[config.mk]
export PLATFORM = sky130hd
export DESIGN_NAME = uart_receiver
export DESIGN_NICKNAME = d
export VERILOG_FILES = /design/src/rtl/uart_pkg.sv /design/src/rtl/uart_sync.sv /design/src/rtl/uart_receiver.sv
export SDC_FILE = /design/constraint.sdc
export NUM_CORES = 1
export LEC_CHECK = 0
export ABC_AREA = 1
export CAP_MARGIN = 20
export CORE_ASPECT_RATIO = 0.7
export CORE_MARGIN = 1
export CORE_UTILIZATION = 29
export DETAILED_ROUTE_END_ITERATION = 8
export PLACE_DENSITY = 0.48
export SLEW_MARGIN = 20
export SYNTH_ARGS = -nofsm -noshare
export SYNTH_HDL_FRONTEND = slang
export SYNTH_SLANG_ARGS = --single-unit
[constraint.sdc]
create_clock -name ipclk -period 4.3 [get_ports ipclk]
set_clock_uncertainty 0.05 [all_clocks]
set_input_delay 1.075 -clock ipclk [delete_from_list [all_inputs] [get_ports ipclk]]
set_output_delay 1.075 -clock ipclk [all_outputs]
set_load 0.03 [all_outputs]
[src/rtl/uart_pkg.sv]
// -----------------------------------------------------------------------------
// uart_pkg
// Definitions shared by the UART receiver and transmitter: receiver state
// encoding, data-bit count and the line levels of the start and stop bits.
// -----------------------------------------------------------------------------
package uart_pkg;

  localparam int DATA_BITS = 8;

  // Line levels: the start bit pulls the idle-high line low, the stop bit
  // returns it high.
  localparam logic START_BIT = 1'b0;
  localparam logic STOP_BIT  = 1'b1;

  typedef enum logic [2:0] {
    ST_IDLE  = 3'd0,
    ST_START = 3'd1,
    ST_DATA  = 3'd2,
    ST_STOP  = 3'd3,
    ST_BREAK = 3'd4
  } uart_state_e;

endpackage : uart_pkg

[src/rtl/uart_sync.sv]
// -----------------------------------------------------------------------------
// uart_sync
// Two-flop synchronizer that brings the asynchronous serial line into the
// ipclk domain. Both flops reset to 1 so a reset never looks like a start bit.
//
// Ports:
//   ipclk  in   clock
//   rst_n  in   asynchronous active-low reset
//   d      in   asynchronous input (serial line)
//   q      out  synchronized copy of d, two cycles of latency
// -----------------------------------------------------------------------------
module uart_sync (
  input  logic ipclk,
  input  logic rst_n,
  input  logic d,
  output logic q
);

  logic meta_q;
  logic sync_q;

  // NOTE: sequential state is always written with non-blocking assignments
  // so every flop samples the values from before the clock edge.
  always_ff @(posedge ipclk or negedge rst_n) begin
    if (!rst_n) begin
      meta_q <= 1'b1;
      sync_q <= 1'b1;
    end else begin
      meta_q <= d;
      sync_q <= meta_q;
    end
  end

  assign q = sync_q;

endmodule : uart_sync

[src/rtl/uart_receiver.sv]
// -----------------------------------------------------------------------------
// uart_receiver
// 8N1 UART receiver. The line is synchronized, the start bit is qualified at
// its midpoint, and every following bit is sampled one bit period later,
// i.e. near the middle of each bit. A received byte is held in dataout with
// valid high until the consumer acknowledges it.
//
// Parameters:
//   CLKS_PER_BIT  ipclk cycles per serial bit (>= 4)
//
// Ports:
//   ipclk      in   clock, all state updates on the rising edge
//   rst_n      in   asynchronous active-low reset
//   rx         in   serial line (asynchronous, idle high)
//   dataout    out  last delivered byte
//   valid      out  dataout holds an unconsumed byte
//   ack        in   consumer accepts the byte (ignored while valid is low)
//   frame_err  out  one-cycle pulse: stop bit sampled low
//   overrun    out  one-cycle pulse: byte dropped because valid was still high
//   busy       out  receiver is anywhere but IDLE
// -----------------------------------------------------------------------------
module uart_receiver
  import uart_pkg::*;
#(
  parameter int CLKS_PER_BIT = 16
) (
  input  logic                 ipclk,
  input  logic                 rst_n,
  input  logic                 rx,
  output logic [DATA_BITS-1:0] dataout,
  output logic                 valid,
  input  logic                 ack,
  output logic                 frame_err,
  output logic                 overrun,
  output logic                 busy
);

  localparam int CNT_W    = $clog2(CLKS_PER_BIT);
  localparam int BITPOS_W = $clog2(DATA_BITS);

  // Terminal counts: the start bit is checked half a bit after the falling
  // edge, everything afterwards a full bit period apart.
  localparam logic [CNT_W-1:0]    HALF_LAST   = CNT_W'(CLKS_PER_BIT / 2 - 1);
  localparam logic [CNT_W-1:0]    BIT_LAST    = CNT_W'(CLKS_PER_BIT - 1);
  localparam logic [BITPOS_W-1:0] BITPOS_LAST = BITPOS_W'(DATA_BITS - 1);

  logic rxs;

  uart_sync u_sync (
    .ipclk (ipclk),
    .rst_n (rst_n),
    .d     (rx),
    .q     (rxs)
  );

  uart_state_e          state_q,     state_d;
  logic [CNT_W-1:0]     cnt_q,       cnt_d;
  logic [BITPOS_W-1:0]  bitpos_q,    bitpos_d;
  logic [DATA_BITS-1:0] shift_q,     shift_d;
  logic [DATA_BITS-1:0] data_q,      data_d;
  logic                 valid_q,     valid_d;
  logic                 frame_err_q, frame_err_d;
  logic                 overrun_q,   overrun_d;
  logic                 deliver;

  always_ff @(posedge ipclk or negedge rst_n) begin
    if (!rst_n) begin
      state_q     <= ST_IDLE;
      cnt_q       <= '0;
      bitpos_q    <= '0;
      shift_q     <= '0;
      data_q      <= '0;
      valid_q     <= 1'b0;
      frame_err_q <= 1'b0;
      overrun_q   <= 1'b0;
    end else begin
      state_q     <= state_d;
      cnt_q       <= cnt_d;
      bitpos_q    <= bitpos_d;
      shift_q     <= shift_d;
      data_q      <= data_d;
      valid_q     <= valid_d;
      frame_err_q <= frame_err_d;
      overrun_q   <= overrun_d;
    end
  end

  always_comb begin
    // NOTE: every signal gets a default before the case statement, so no
    // path leaves one unassigned and no latch is inferred.
    state_d     = state_q;
    cnt_d       = cnt_q;
    bitpos_d    = bitpos_q;
    shift_d     = shift_q;
    data_d      = data_q;
    valid_d     = valid_q;
    frame_err_d = 1'b0;
    overrun_d   = 1'b0;
    deliver     = 1'b0;

    // Consumer handshake; an ack with nothing pending has no effect.
    if (valid_q && ack) begin
      valid_d = 1'b0;
    end

    case (state_q)
      ST_IDLE: begin
        if (rxs == START_BIT) begin
          state_d = ST_START;
          cnt_d   = '0;
        end
      end

      ST_START: begin
        if (cnt_q == HALF_LAST) begin
          cnt_d = '0;
          if (rxs == START_BIT) begin
            state_d  = ST_DATA;
            bitpos_d = '0;
          end else begin
            // Line went back high before mid-bit: a glitch, not a frame.
            state_d = ST_IDLE;
          end
        end else begin
          cnt_d = cnt_q + CNT_W'(1);
        end
      end

      ST_DATA: begin
        if (cnt_q == BIT_LAST) begin
          cnt_d            = '0;
          shift_d[bitpos_q] = rxs;
          bitpos_d         = bitpos_q + BITPOS_W'(1);
          if (bitpos_q == BITPOS_LAST) begin
            state_d = ST_STOP;
          end
        end else begin
          cnt_d = cnt_q + CNT_W'(1);
        end
      end

      ST_STOP: begin
        if (cnt_q == BIT_LAST) begin
          cnt_d = '0;
          if (rxs == STOP_BIT) begin
            deliver = 1'b1;
            state_d = ST_IDLE;
          end else begin
            frame_err_d = 1'b1;
            state_d     = ST_BREAK;
          end
        end else begin
          cnt_d = cnt_q + CNT_W'(1);
        end
      end

      ST_BREAK: begin
        // Wait out a held-low line so it is not decoded as endless frames.
        if (rxs == STOP_BIT) begin
          state_d = ST_IDLE;
        end
      end

      default: begin
        state_d = ST_IDLE;
      end
    endcase

    // A new byte may replace the pending one only if the consumer takes the
    // pending one on this very edge; otherwise the new byte is dropped.
    if (deliver) begin
      if (valid_q && !ack) begin
        overrun_d = 1'b1;
      end else begin
        data_d  = shift_q;
        valid_d = 1'b1;
      end
    end
  end

  assign dataout   = data_q;
  assign valid     = valid_q;
  assign frame_err = frame_err_q;
  assign overrun   = overrun_q;
  assign busy      = (state_q != ST_IDLE);

endmodule : uart_receiver

==> out/qor.txt <==
CTS Hold Bufs: 0
PostCTS Resize Cnt: 0
WHS Path Cells: 0
CTS Buffer Depth: 2
share of cells above drive strength 1: 0.0905
status: finished clean
FF-to-FF path depth: 8
Final setup viols: 0
post-layout util: 0.374
R2R Setup Slk: 2620 ps
PD cells: 450 nW/um2
synthesized area: 1470 um2
Total Wirelength: 3.09 mm
core area: 4810 um2
Routed WL per cell: 11.5 um
worst vdd ir: 0.118 mV
row count: 21
Synth Register Bits: 31
WL met3: 150 um
ANT nets after route: 0
Worst-path clk slew: 60 ps
drt via density: 4.43
met2 wire length: 1.25 mm
fraction of registers with async set/reset: 1.00
initial DRC count: 45
DRT Pass-1 Iters: 4
CTS tree: done
RSZ-0062 raised after global routing: false
area grow syn2layout: 22.7%
hold path start: u_sync.meta_q$_DFF_PN1_
antenna diode count: 0
Root Driver: clkbuf_8
Setup Buffers After CTS: 0
count leader, synth: nand2_1
initial antenna violation count: 0
HP Class: reg2reg
fmax: 361 MHz
Max-slew headroom: 0.525
Final Slew Violations: 0
H-tree Lvls: 2
Hold EP: u_sync.q$_DFF_PN1_
Avg Synthesized Cell Area: 8.32 um2
top fanout value on the critical path: 6
register area share after synthesis: 0.531
CTS Buf Count: 5
cell count after synthesis: 176
input/output buffers: 15
via count: 1188
clk sinks: 31
RD Place Congestion: 0.807
worst-margin pin slew: 710 ps
first-pass GRT wire length: 4.95 mm
initial cell density of the core: 0.305
crit end category: output pin
IO Pins: 16
CP required: 3170 ps
Final Critical Period: 2770 ps
clk_lat worst skew: 280 ps
Post-route DRC: 0
grt ovf: 0
Critical Path Start Type: flip-flop
DP Cell Count: 260
setup TNS: 0 ps
Max Used Layer: met4
number of flops mapped to enable cells by yosys: 0
Worst Hold Slack: 306 ps
ranking of synthesized cells by area: dfrtp_1 50%, nand2_1 15%, nand3_1 5.1%
Hold Fails Final Rpt: 0
area leader, netlist: dfrtp_1
Most used DFF post-synth: dfrtp_1
DIE AREA: 5350 um2
YS warnings: 0
post-synth cell types: 17
worst reg2reg startpoint: cnt_q[1]$_DFFE_PN0P_
Pleak: 0.907 nW
vias in the first global route: 1056
most frequent cells after synthesis: 60 x nand2_1, 29 x dfrtp_1, 18 x nor2_1, 16 x inv_1, 15 x nand3_1
DP Wirelength: 2.28 mm
GRT Util Overall: 0.127
Finished Layout Cells: 268
share of the clock period used by the worst path: 0.644
top cell type's share of synthesized area: 0.495
height of the die: 61.5 um
cell area after layout: 1800 um2
post-synthesis net count: 183
worst reg2reg endpoint: state_q[0]$_DFFE_PN0P_
largest net degree at the start of global routing: 32
dpl cell area: 1700 um2
nets: 205
kind of critical path: reg2out
Max-Cap Viols: 0
Die X: 87.0 um
met1 WL: 1.67 mm
arrival time at the worst endpoint: 1640 ps
==> cell families (layout without fill, tap and decap cells) <==
family,after synthesis,count (layout),share of synthesized area
flops,31,31,0.531
fa+ha+maj,3,3,0.0256
buf+inv,20,43,0.0564
xor+xnor,1,1,0.00598
compound gates,20,20,0.0700
simple gates,101,101,0.311
==> cells in the final DEF, fill, tap and decap left out, drive strengths merged <==
| cell | netlist | routed |
|---|---|---|
| dfstp | 2 | 2 |
| inv | 19 | 19 |
| nand4 | 3 | 3 |
| o21ai | 18 | 18 |
| dfrtp | 29 | 29 |
| nor2 | 21 | 21 |
| a21oi | 1 | 1 |
| nand3 | 17 | 17 |
| xnor2 | 1 | 1 |
| ha | 3 | 3 |
| clkdlybuf4s50 | 0 | 15 |
| nand2 | 60 | 60 |
| clkbuf | 0 | 8 |
| buf | 1 | 1 |
| o31ai | 1 | 1 |
==> routing by layer <==
layer | vias up | track usage
met4 | 0 | 0.0429
met3 | 3 | 0.0429
met1 | 552 | 0.179
met2 | 22 | 0.182
met5 | - | 0
li1 | 611 | -
==> cell type report <==
cell class	count	area, um2
Fill cell	498	3010
Sequential cell	31	778
Multi-Input combinational cell	125	604
Timing Repair Buffer	16	158
Clock buffer	8	100
Tap cell	69	86.3
Inverter	19	71.3
==> critical path: stages, from the launching register on <==
cell	delay, ps
dfrtp_1	450
nor2_1	240
nand2_1	80
clkdlybuf4s50_1	600
==> worst max path at each step <==
stage,startpoint,slack [ps],cells after the start,endpoint
finish,state_q[0]$_DFFE_PN0P_,1530,3,busy
global route,state_q[0]$_DFFE_PN0P_,1470,3,busy
CTS,state_q[0]$_DFFE_PN0P_,1520,3,busy
detailed placement,ack,1800,5,dataout[2]$_DFFE_PN0P_
global placement,ack,1850,5,dataout[3]$_DFFE_PN0P_
floorplan,state_q[1]$_DFFE_PN0P_,2360,2,busy
==> registers in the layout, indices dropped and copies added, names as in the netlist <==
name,count
dataout,8
shift_q,8
cnt_q,4
bitpos_q,3
state_q,3
frame_err,1
overrun,1
u_sync.meta_q,1
u_sync.q,1
valid,1
==> stage by stage <==
step / total power, mW / worst slack (ps)
final: 0.810 / 1530
after global routing: 0.861 / 1470
after CTS: 0.821 / 1520
after detailed placement: 0.563 / 1800
after global placement: 0.555 / 1850
after floorplan: 0.500 / 2360
==> report_power, final <==
part           total (mW)  switching (mW)  internal [mW]
Clock               0.252           0.106          0.146
Combinational       0.198           0.129         0.0689
Sequential          0.360          0.0399          0.320
Total               0.810           0.275          0.535
(Power assumes the default switching activity.)
